$ cat src/rtl/draw_channel_bars.sv
// draw_channel_bars: overlays up to 13 vertical level bars on a VGA stream.
// Samples are written into shadow registers at any time. They are copied to the
// active set on each vblnk rising edge, so a frame never shows a half-updated set.
// The VGA bus is delayed by a two-stage pipeline: hit/colour, then output.

`ifndef VGA_BUS_SIZE
`define VGA_BUS_SIZE 38
`endif

`ifndef VGA_SPLIT_INPUT
`define VGA_SPLIT_INPUT(BUS) \
    logic [10:0] hcount_in; \
    logic        hsync_in; \
    logic        hblnk_in; \
    logic [10:0] vcount_in; \
    logic        vsync_in; \
    logic        vblnk_in; \
    logic [11:0] rgb_in; \
    assign {hcount_in, hsync_in, hblnk_in, vcount_in, vsync_in, vblnk_in, rgb_in} = BUS;
`endif

`ifndef VGA_MERGE_OUTPUT
`define VGA_MERGE_OUTPUT(BUS) \
    assign BUS = {hcount_out, hsync_out, hblnk_out, vcount_out, vsync_out, vblnk_out, rgb_out};
`endif

module draw_channel_bars #(
    parameter int          BAR_X0     = 256,
    parameter int          BAR_W      = 40,
    parameter int          BAR_GAP    = 16,
    parameter int          BAR_Y_BASE = 480,
    parameter logic [11:0] COL_OK     = 12'h0F0,
    parameter logic [11:0] COL_WARN   = 12'hFF0,
    parameter logic [11:0] COL_HIGH   = 12'hF00
) (
    input  logic                     pclk,
    input  logic                     rst,
    input  logic [`VGA_BUS_SIZE-1:0] vga_in,
    output logic [`VGA_BUS_SIZE-1:0] vga_out,
    input  logic                     ch_wr_en,
    input  logic [3:0]               ch_wr_idx,
    input  logic [11:0]              ch_wr_data,
    input  logic [12:0]              ch_en,
    output logic                     frame_loaded
);

    localparam int NCH = 13;

    `VGA_SPLIT_INPUT(vga_in)

    function automatic logic [11:0] bar_colour(input logic [11:0] level);
        if (level >= 12'hE00)      return COL_HIGH;
        else if (level >= 12'hA00) return COL_WARN;
        else                       return COL_OK;
    endfunction

    logic [11:0] shadow_q [NCH];
    logic [11:0] active_q [NCH];
    logic [12:0] act_en_q;
    logic        vblnk_prev_q;
    logic        frame_loaded_q;
    logic        load_edge;

    assign load_edge = vblnk_in & ~vblnk_prev_q;

    // Sample capture into shadow, frame-synchronous copy into the active set
    always_ff @(posedge pclk) begin
        if (rst) begin
            for (int i = 0; i < NCH; i++) begin
                shadow_q[i] <= '0;
                active_q[i] <= '0;
            end
            act_en_q       <= '0;
            vblnk_prev_q   <= 1'b0;
            frame_loaded_q <= 1'b0;
        end else begin
            // Non-blocking copy takes the pre-write shadow value on a coincident write
            if (load_edge) begin
                for (int i = 0; i < NCH; i++) active_q[i] <= shadow_q[i];
                act_en_q <= ch_en;
            end
            if (ch_wr_en && (ch_wr_idx <= 4'd12)) shadow_q[ch_wr_idx] <= ch_wr_data;
            vblnk_prev_q   <= vblnk_in;
            frame_loaded_q <= load_edge;
        end
    end

    assign frame_loaded = frame_loaded_q;

    // Per-bar hit tests; x spans are elaboration-time constants
    logic [NCH-1:0] bar_hit;
    for (genvar k = 0; k < NCH; k++) begin : g_bar
        localparam int XL = BAR_X0 + k * (BAR_W + BAR_GAP);
        localparam int XR = XL + BAR_W - 1;
        logic [7:0]  h;
        logic [11:0] ytop;
        assign h    = active_q[k][11:4];
        assign ytop = 12'(BAR_Y_BASE) - {4'd0, h};
        assign bar_hit[k] = act_en_q[k] && (h != 8'd0)
                         && ({1'b0, hcount_in} >= 12'(XL))
                         && ({1'b0, hcount_in} <= 12'(XR))
                         && ({1'b0, vcount_in} >= ytop)
                         && ({1'b0, vcount_in} <= 12'(BAR_Y_BASE - 1));
    end

    logic        hit_d;
    logic [11:0] col_d;

    // Pick the colour of the lowest-index bar hit (later iterations win)
    always_comb begin
        hit_d = |bar_hit;
        col_d = '0;
        for (int k = NCH - 1; k >= 0; k--) begin
            if (bar_hit[k]) col_d = bar_colour(active_q[k]);
        end
    end

    logic        hit_p1_q;
    logic [11:0] col_p1_q;
    logic [10:0] hcount_p1_q, vcount_p1_q;
    logic        hsync_p1_q, hblnk_p1_q, vsync_p1_q, vblnk_p1_q;
    logic [11:0] rgb_p1_q;

    // Stage 1: register hit, colour and the delayed bus
    always_ff @(posedge pclk) begin
        if (rst) begin
            hit_p1_q    <= 1'b0;
            col_p1_q    <= '0;
            hcount_p1_q <= '0;
            hsync_p1_q  <= 1'b0;
            hblnk_p1_q  <= 1'b0;
            vcount_p1_q <= '0;
            vsync_p1_q  <= 1'b0;
            vblnk_p1_q  <= 1'b0;
            rgb_p1_q    <= '0;
        end else begin
            hit_p1_q    <= hit_d;
            col_p1_q    <= col_d;
            hcount_p1_q <= hcount_in;
            hsync_p1_q  <= hsync_in;
            hblnk_p1_q  <= hblnk_in;
            vcount_p1_q <= vcount_in;
            vsync_p1_q  <= vsync_in;
            vblnk_p1_q  <= vblnk_in;
            rgb_p1_q    <= rgb_in;
        end
    end

    logic [11:0] rgb_d;
    assign rgb_d = (hblnk_p1_q || vblnk_p1_q || !hit_p1_q) ? rgb_p1_q : col_p1_q;

    logic [10:0] hcount_out, vcount_out;
    logic        hsync_out, hblnk_out, vsync_out, vblnk_out;
    logic [11:0] rgb_out;

    // Stage 2: register the outputs
    always_ff @(posedge pclk) begin
        if (rst) begin
            hcount_out <= '0;
            hsync_out  <= 1'b0;
            hblnk_out  <= 1'b0;
            vcount_out <= '0;
            vsync_out  <= 1'b0;
            vblnk_out  <= 1'b0;
            rgb_out    <= '0;
        end else begin
            hcount_out <= hcount_p1_q;
            hsync_out  <= hsync_p1_q;
            hblnk_out  <= hblnk_p1_q;
            vcount_out <= vcount_p1_q;
            vsync_out  <= vsync_p1_q;
            vblnk_out  <= vblnk_p1_q;
            rgb_out    <= rgb_d;
        end
    end

    `VGA_MERGE_OUTPUT(vga_out)

endmodule
$ cat config.mk
export PLATFORM = sky130hd
export DESIGN_NAME = draw_channel_bars
export DESIGN_NICKNAME = d
export VERILOG_FILES = /design/src/rtl/draw_channel_bars.sv
export SDC_FILE = /design/constraint.sdc
export NUM_CORES = 1
export LEC_CHECK = 0
export ABC_AREA = 0
export BUFFER_PORTS_ARGS = -buffer_cell sky130_fd_sc_hd__buf_4
export CAP_MARGIN = 20
export CORE_MARGIN = 5
export CORE_UTILIZATION = 39
export CTS_CLUSTER_SIZE = 24
export DETAILED_ROUTE_END_ITERATION = 6
export GPL_TIMING_DRIVEN = 0
export PLACE_DENSITY_LB_ADDON = 0.2
export RECOVER_POWER = 100
export SLEW_MARGIN = 20
export SYNTH_ARGS = -nofsm -noshare
export SYNTH_HDL_FRONTEND = slang
export SYNTH_SLANG_ARGS = --single-unit
$ cat constraint.sdc
create_clock -name pclk -period 9.1 [get_ports pclk]
set_input_delay 1.365 -clock pclk [delete_from_list [all_inputs] [get_ports pclk]]
set_output_delay 1.365 -clock pclk [all_outputs]
set_load 0.01 [all_outputs]
# Word level (Yosys, flattened, before mapping)

Memory sizes are Yosys's and may differ from the RTL's.
Index checks and enable logic that the tools add are counted.

Bits of input ports: 70
Memories kept: 2
Output and inout port bits: 39
RAM bits: 312
Flip-flop bits (word level): 103

Bitwise gates (word level): 15
Order comparisons: 67
Multiplexer cells: 64
Reduce and logical (&&, ||, !) cells: 84
Add/sub/neg operators: 13

Memories:

| memory   | depth | width | rd ports | clocked after memory_dff | write ports | line | text |
|---|---|---|---|---|---|---|---|
| active_q | 13    | 12    | 13       | 0                        | 13          | 58   | `logic [11:0] active_q [NCH];` |
| shadow_q | 13    | 12    | 13       | 0                        | 13          | 57   | `logic [11:0] shadow_q [NCH];` |

Operator list:

| cell                                                              | count |
|---|---|
| two-way mux 12 bit                                                | 54 |
| >= comparator 12 bit (second input constant)                      | 26 |
| >= comparator 11 x 12 -> 1 bit                                    | 13 |
| subtractor 9 x 8 -> 10 bit (first input constant)                 | 13 |
| nonzero test 8 bit                                                | 13 |
| less-or-equal comparator 11 x 10 -> 1 bit (second input constant) | 9 |
| >= comparator 11 x 10 -> 1 bit (second input constant)            | 8 |
| logical AND 1 bit                                                 | 66 |
| >= comparator 11 x 9 -> 1 bit (second input constant)             | 5 |
| less-or-equal comparator 11 x 9 -> 1 bit (second input constant)  | 5 |
| bitwise OR 1 bit                                                  | 13 |
| OR reduction 13 bit                                               | 1 |
| OR reduction 12 bit                                               | 1 |
| two-way mux 1 bit                                                 | 9 |
| less-or-equal comparator 4 bit (second input constant)            | 1 |
| two-way mux 4 bit                                                 | 1 |
| logical OR 1 bit                                                  | 2 |
| AND 1 bit                                                         | 1 |
| logical NOT 1 bit                                                 | 1 |
| NOT 1 bit                                                         | 1 |

# Depth between registers and ports, before layout

Gate-level depths: netlist of run 1.

Depth in word-level cells: 19
Gate-level depth with buffers: 16
Depth with buffers taken out: 16

# Least setup slack after synthesis of run 1

OpenSTA, ideal clock, no wires.

Kind: input port to flip-flop
From: input rst
To: memory active_q[8][4], in the netlist active_q[0][100], enable pin
Data arrival time: 3.953 ns
Path slack: 4.690 ns
Library setup time: 0.457 ns
Path buffers: 2
Stages: 4
Cell sequence: clkbuf_1 > a21oi_1 > clkbuf_1 > inv_1

RTL lines:

| what               | line | text |
|---|---|---|
| start: declaration | 37   | `input logic rst,` |
| end: declaration   | 58   |  |

==> results.md, run 1 <==
* Worst Hold Depth at 1
* #FFs+latches synth at 301
* Cell taking the most area after synthesis: edfxtp_1
* Slew @ Worst Pin at 2.729 ns
* R2R Setup Slk at 4.04 ns
* DRT Wirelength at 41.92 mm
* Crit Path Category: input pin to register
* Die Area at 44060 sq um
* Power per standard cell area at 191.2 nW/um^2
* Relative slew slack at -0.8296
* CTS root buf: clkbuf_16
* Post-Syn Area at 15580 sq um
* Synthesized Nets at 1634
* Peak supply drop at 0.00009868 V
* Layout Cells excl Fill at 2122
* Status: finished, violations left
* Setup repair bufs after CTS at 0
* Class of the worst hold path: register to register
* Total CTS buffers at 34
* Total Routing Usage GR at 0.1868
* Number of global-route vias before repair at 10810
* FP Rows at 73
* Yosys top cell area share at 0.3854
* Peak fanout along the critical path at 61
* DIE WIDTH at 209.9 um
* FFs w/ async S/R, synth at 0
* Synth cell types at 71
* GR Overflow Total at 0
* Setup_tns at 0 ns
* Cts hold-fix bufs at 0
* Drt via density at 5.228
* Ports at 109
* ANT nets after route at 0
* CTS max path bufs at 3
* Final setup violation count at 0
* RePlAce Congestion at 0.9402
* DIE HEIGHT at 209.9 um
* Crit. End Element: register
* Failing checks: max-capacitance violations, max-slew violations
* Number of iterations in the first detailed-routing pass at 5
* CP startpoint kind: input pin
* Fillers at 3767
* Crit path time final at 5.785 ns
* Placed Instances at 2060
* Pleak at 7.373 nW
* Skew final at 0.01999 ns
* H-tree depth at 2
* Initial core utilization at 0.3931
* Initial DRC count at 826
* Post-CTS Resized at 0
* DP HPWL at 30.79 mm
* Via count at 11090
* Fin nets at 1771
* Synth top area cells: edfxtp_1, dfxtp_1, ha_1, and2_1, nor2b_1
* Initial antenna violation count at 2
* Clk sinks at 301
* Share of layout cells above drive strength 1 at 0.09273
* Util after Layout at 0.4559
* Layout area overhead at 15.97%
* Syn avg cell area at 10.87 sq um
* Syn Inst Count at 1434
* R2R cell count at 5
* Max-slew violations at 61
* Worst Path Arrival at 6.00 ns
* F_max at 172.9 MHz
* Primary FF master, synth: edfxtp_1
* Hold path startpoint: rgb_p1_q[1]$_SDFF_PP0_
* Drt drc at 0
* RSZ-0062 raised after global routing: false
* Largest net degree at the start of global routing at 62
* Sequential fraction of the synthesis area at 0.5151
* Final Hold Vio Count at 0
* Hold Slack at 0.4291 ns
* Core Area at 39640 sq um
* Reg-to-Reg Start: vblnk_p1_q$_SDFF_PP0_
* First-pass GRT wire length at 63.53 mm
* I/O Buffers at 100
* Ys Warns at 0
* Post-synth EDFFs at 200
* CTS tree: built
* Crit share post-route at 0.6357
* Clock Latency Late Sink at 0.52 ns
* WHS Endpoint: rgb_out[1]$_SDFF_PP0_
* Worst R2R End: active_q[0][17]$_SDFFCE_PN0P_
* Required time worst endpoint at 9.32 ns
* Max-cap violations at 1
* Routed wire per std cell at 19.76 um
* Clock Pin Slew Worst Setup and Hold Paths at 0.06 ns
==> state kept, by name, summed over array words and instances (netlist names), 12 cells and up <==
register / flops
rgb_out: 12
rgb_p1_q: 12
active_q: 104
shadow_q: 104
act_en_q: 13
==> per-layer routing <==
layer  track usage  wire, um  vias to the layer above
li1              -         -                     5433
met1        0.2617     19490                     5259
met2        0.3018     18750                      318
met3       0.02855      2346                       81
met4       0.05378      1338                        2
met5             0         8                        -
==> cells in the final DEF, fill, tap and decap left out, types with 6 or more instances in the layout <==
cell / instances
clkbuf_1: 112
dfxtp_1: 101
a2111oi_0: 6
nand4_1: 16
a21o_1: 9
and2_0: 52
buf_2: 8
inv_1: 44
nor4_1: 11
o211ai_1: 7
nand2_1: 88
o21ai_0: 41
a21oi_1: 48
xnor2_1: 30
nor3_1: 39
nor2_1: 63
a31oi_1: 8
mux2_2: 8
buf_4: 68
a22o_1: 16
nor2b_1: 94
clkbuf_16: 40
xor2_1: 39
and3_1: 88
ha_1: 130
or2_0: 12
nand3_1: 38
o21a_1: 11
edfxtp_1: 200
nand2b_1: 14
and4_1: 6
a211oi_1: 10
and2_1: 52
==> power breakdown <==
part	internal, mW	switching, mW
clock network	0.892	0.567
logic	0.166	0.248
registers	1.54	0.0437
==> stage by stage <==
step	cell area [sq um]	power, mW	worst slack (ns)
5_1_grt	18070	3.595	2.925
2_1_floorplan	15580	1.869	4.690
4_1_cts	18230	3.487	4.812
3_5_place_dp	17020	2.031	4.279
3_3_place_gp	16990	2.017	2.883
6_report	18070	3.455	3.315
==> worst max path at each step <==
stage | from | end | slack, ns | cells past startpoint
4_1_cts | vga_in[14] | col_p1_q[7]$_SDFF_PP0_ | 4.81 | 12
3_5_place_dp | vga_in[14] | col_p1_q[7]$_SDFF_PP0_ | 4.28 | 12
3_3_place_gp | rst | active_q[0][18]$_SDFFCE_PN0P_ | 2.88 | 4
6_report | rst | active_q[0][17]$_SDFFCE_PN0P_ | 3.32 | 5
2_1_floorplan | rst | active_q[0][100]$_SDFFCE_PN0P_ | 4.69 | 4
5_1_grt | rst | active_q[0][17]$_SDFFCE_PN0P_ | 2.92 | 5
==> worst max-delay path, cell delays in order <==
cell	delay, ns
clkbuf_1	0.35
a21oi_1	0.51
clkbuf_1	0.59
clkinvlp_2	2.27
buf_12	0.86
==> area by class of cell <==
type                    count  area [sq um]  area share
clock inverters            14         177.7    0.009831
multi-input cells        1006          7032      0.3891
plain buffers              82         344.1     0.01904
well taps                 525         656.9     0.03635
inverters                  45         170.2    0.009416
clock buffers              47          1037     0.05739
diodes                      1         2.502   0.0001385
repair buffers            101         624.3     0.03455
flip-flops and latches    301          8028      0.4442
==> cells by family (layout without fill, tap and decap cells) <==
group | count (synthesis) | after routing | synth area share
XOR/XNOR | 69 | 69 | 0.03878
flip-flops | 301 | 301 | 0.5151
other | 0 | 1 | 0
adder cells (fa/ha/maj) | 130 | 130 | 0.1044
multiplexers | 8 | 8 | 0.005781
AO/OA/AOI/OAI | 194 | 194 | 0.08607
AND/OR/NAND/NOR | 605 | 605 | 0.2169
buffers and inverters | 127 | 289 | 0.03292
==> synth_stat cells (all sizes together), types with 2 or more instances <==
| library cell | n |
|---|---|
| o41ai | 2 |
| nor2 | 63 |
| o2111ai | 4 |
| xnor2 | 30 |
| o211a | 2 |
| xor2 | 39 |
| and4 | 6 |
| ha | 130 |
| a22oi | 2 |
| o21ai | 44 |
| o211ai | 7 |
| nor4 | 11 |
| nand3b | 5 |
| a22o | 16 |
| dfxtp | 101 |
| a21o | 9 |
| o22ai | 2 |
| a31oi | 9 |
| mux2 | 8 |
| nand4 | 16 |
| nor2b | 94 |
| edfxtp | 200 |
| clkbuf | 66 |
| nand2 | 88 |
| inv | 45 |
| or3 | 5 |
| o21bai | 3 |
| nor3b | 4 |
| a21oi | 48 |
| or4 | 5 |
| or2 | 16 |
| o311ai | 2 |
| nand2b | 14 |
| o31ai | 2 |
| a2111oi | 10 |
| a211oi | 11 |
| nor3 | 39 |
| nand3 | 38 |
| o21a | 11 |
| and3 | 88 |
| nor4b | 3 |
| and2 | 104 |
| buf | 16 |
Note: power is estimated with default switching activity, not from simulation.
==> run 2, diff against run 1 <==
==> constraint.sdc (replaced) <==
create_clock -name pclk -period 5.65 [get_ports pclk]
set_input_delay 0.8475 -clock pclk [delete_from_list [all_inputs] [get_ports pclk]]
set_output_delay 0.8475 -clock pclk [all_outputs]
set_load 0.01 [all_outputs]
==> results.md, run 2 (same netlist as run 1, synthesis figures left out) <==
* Status: finished, violations left
* Failing checks: max-capacitance violations, max-slew violations
* Max-cap violations at 1
* Layout area overhead at 15.79%
* Reg-to-Reg Start: active_q[0][136]$_SDFFCE_PP0P_
* Max-slew violations at 45
* Final Power at 5.562 mW
* Relative slew slack at -0.6237
* Peak supply drop at 0.0001605 V
* Initial antenna violation count at 2
* CTS tree: built
* Crit Path Category: register to register
* Die Area at 44060 sq um
* R2R cell count at 14
* Slew @ Worst Pin at 2.436 ns
* Crit path largest cell delay at 0.71 ns
* Fillers at 3766
* First-pass GRT wire length at 63.53 mm
* CTS root buf: clkbuf_16
* Ports at 109
* RePlAce Congestion at 0.9402
* Commonest non-fill, non-tap cells in the layout: edfxtp_1, ha_1, clkbuf_1
* Commonest non-fill, non-tap cell in the layout: edfxtp_1
* Clock Pin Slew Worst Setup and Hold Paths at 0.06 ns
* DRT Wirelength at 41.95 mm
* Crit share post-route at 0.7875
* DIE WIDTH at 209.9 um
* Setup repair bufs after CTS at 0
* Setup_tns at 0 ns
* Cts hold-fix bufs at 0
* Share of layout cells above drive strength 1 at 0.09211
* Total Routing Usage GR at 0.1868
* Pleak at 7.369 nW
* FP Rows at 73
* H-tree depth at 2
* Worst R2R End: col_p1_q[7]$_SDFF_PP0_
* RSZ-0062 raised after global routing: false
* Critical path's slowest cell: a2111oi_0
* F_max at 224.8 MHz
* Skew final at 0.02317 ns
* Power per standard cell area at 308.2 nW/um^2
* Clock Latency Late Sink at 0.53 ns
* Diodes inserted at 0
* Multi-input gate area at 7019 sq um
* Core Area at 39640 sq um
* Largest registers: active_q (104), shadow_q (104), act_en_q (13)
* Crit path time final at 4.449 ns
* Initial core utilization at 0.3931
* Final Hold Vio Count at 0
* Total CTS buffers at 34
* Crit-path most repeated cell: ha_1
* CTS max path bufs at 3
* Post-CTS Resized at 0
* Crit. End Element: register
* GR Overflow Total at 0
* DP HPWL at 30.79 mm
* Placed Instances at 2060
* I/O Buffers at 100
* Class of the worst hold path: register to register
* Largest net degree at the start of global routing at 62
* Clk sinks at 301
* Layout Cells excl Fill at 2121
* CP startpoint kind: register
* Crit path capture: col_p1_q[7]$_SDFF_PP0_
* R2R Setup Slk at 1.20 ns
* Launch point of the worst path: active_q[0][136]$_SDFFCE_PP0P_
* Drt via density at 5.226
* Number of global-route vias before repair at 10810
* Crit path cell chain: inv_1, ha_1, nand2_1, or2_2, and4_1, ha_1, nand3_1, or4_1, a2111oi_0, o41ai_1, o21ai_0, a21oi_1, o31a_1, a211oi_1
* Register area at 8028 sq um
* Worst Path Arrival at 4.83 ns
* ANT nets after route at 0
* Fin nets at 1771
* Number of iterations in the first detailed-routing pass at 5
* DIE HEIGHT at 209.9 um
* Via count at 11080
* Required time worst endpoint at 6.03 ns
* Initial DRC count at 762
* Drt drc at 0
* Final setup violation count at 0
* Routed wire per std cell at 19.78 um
* Peak fanout along the critical path at 4
-- run 2: how the worst min path moves through the flow --
stage	slack, ns	cells after the start	endpoint	startpoint
5_1_grt	0.45	1	rgb_out[3]$_SDFF_PP0_	rgb_p1_q[3]$_SDFF_PP0_
6_report	0.43	1	rgb_out[1]$_SDFF_PP0_	rgb_p1_q[1]$_SDFF_PP0_
4_1_cts	0.43	1	rgb_out[1]$_SDFF_PP0_	rgb_p1_q[1]$_SDFF_PP0_
3_5_place_dp	0.42	1	rgb_out[1]$_SDFF_PP0_	rgb_p1_q[1]$_SDFF_PP0_
2_1_floorplan	0.41	1	rgb_out[0]$_SDFF_PP0_	rgb_p1_q[0]$_SDFF_PP0_
3_3_place_gp	0.41	1	rgb_out[2]$_SDFF_PP0_	rgb_p1_q[2]$_SDFF_PP0_
-- run 2: metal layers --
| metal | wire length [um] | GRT usage | up-vias | share of wire |
|---|---|---|---|---|
| li1 | - | - | 5436 | - |
| met1 | 19500 | 0.2617 | 5255 | 0.46 |
| met2 | 18740 | 0.3018 | 312 | 0.45 |
| met3 | 2383 | 0.02855 | 79 | 0.057 |
| met4 | 1315 | 0.05378 | 2 | 0.031 |
| met5 | 8 | 0 | - | 0.00019 |
-- run 2: cell type report --
class,instances,share of cell area
flip-flops and latches,301,0.4449
multi-input cells,1006,0.3890
clock buffers,47,0.05748
well taps,525,0.03640
repair buffers,101,0.03370
plain buffers,82,0.01907
clock inverters,14,0.009846
inverters,45,0.009638
-- run 2: critical path, delay by kind of cell, from the launching register on --
| kind | cells | cell delay [ns] |
|---|---|---|
| flops | 1 | 0.44 |
| buf+inv | 1 | 0.09 |
| compound gates | 6 | 2.01 |
| fa+ha+maj | 2 | 0.46 |
| simple gates | 5 | 1.30 |
-- run 2: metrics by stage --
stage | instance area [sq um] | setup WS (ns) | util | hold slack (ns)
2_1_floorplan | 15580 | 1.757 | - | 0.4057
3_3_place_gp | 16990 | -0.04929 | 0.4286 | 0.4097
3_5_place_dp | 17020 | 1.346 | 0.4293 | 0.4180
4_1_cts | 18230 | 1.748 | 0.4599 | 0.4316
5_1_grt | 18040 | 0.8922 | 0.4552 | 0.4479
6_report | 18040 | 1.201 | 0.4552 | 0.4291
-- run 2: power breakdown --
part	internal, mW	leakage (nW)	switching [mW]
Combinational	0.266	3.87	0.399
Sequential	2.48	2.90	0.0703
Clock	1.44	0.595	0.914
Total	4.18	7.37	1.38
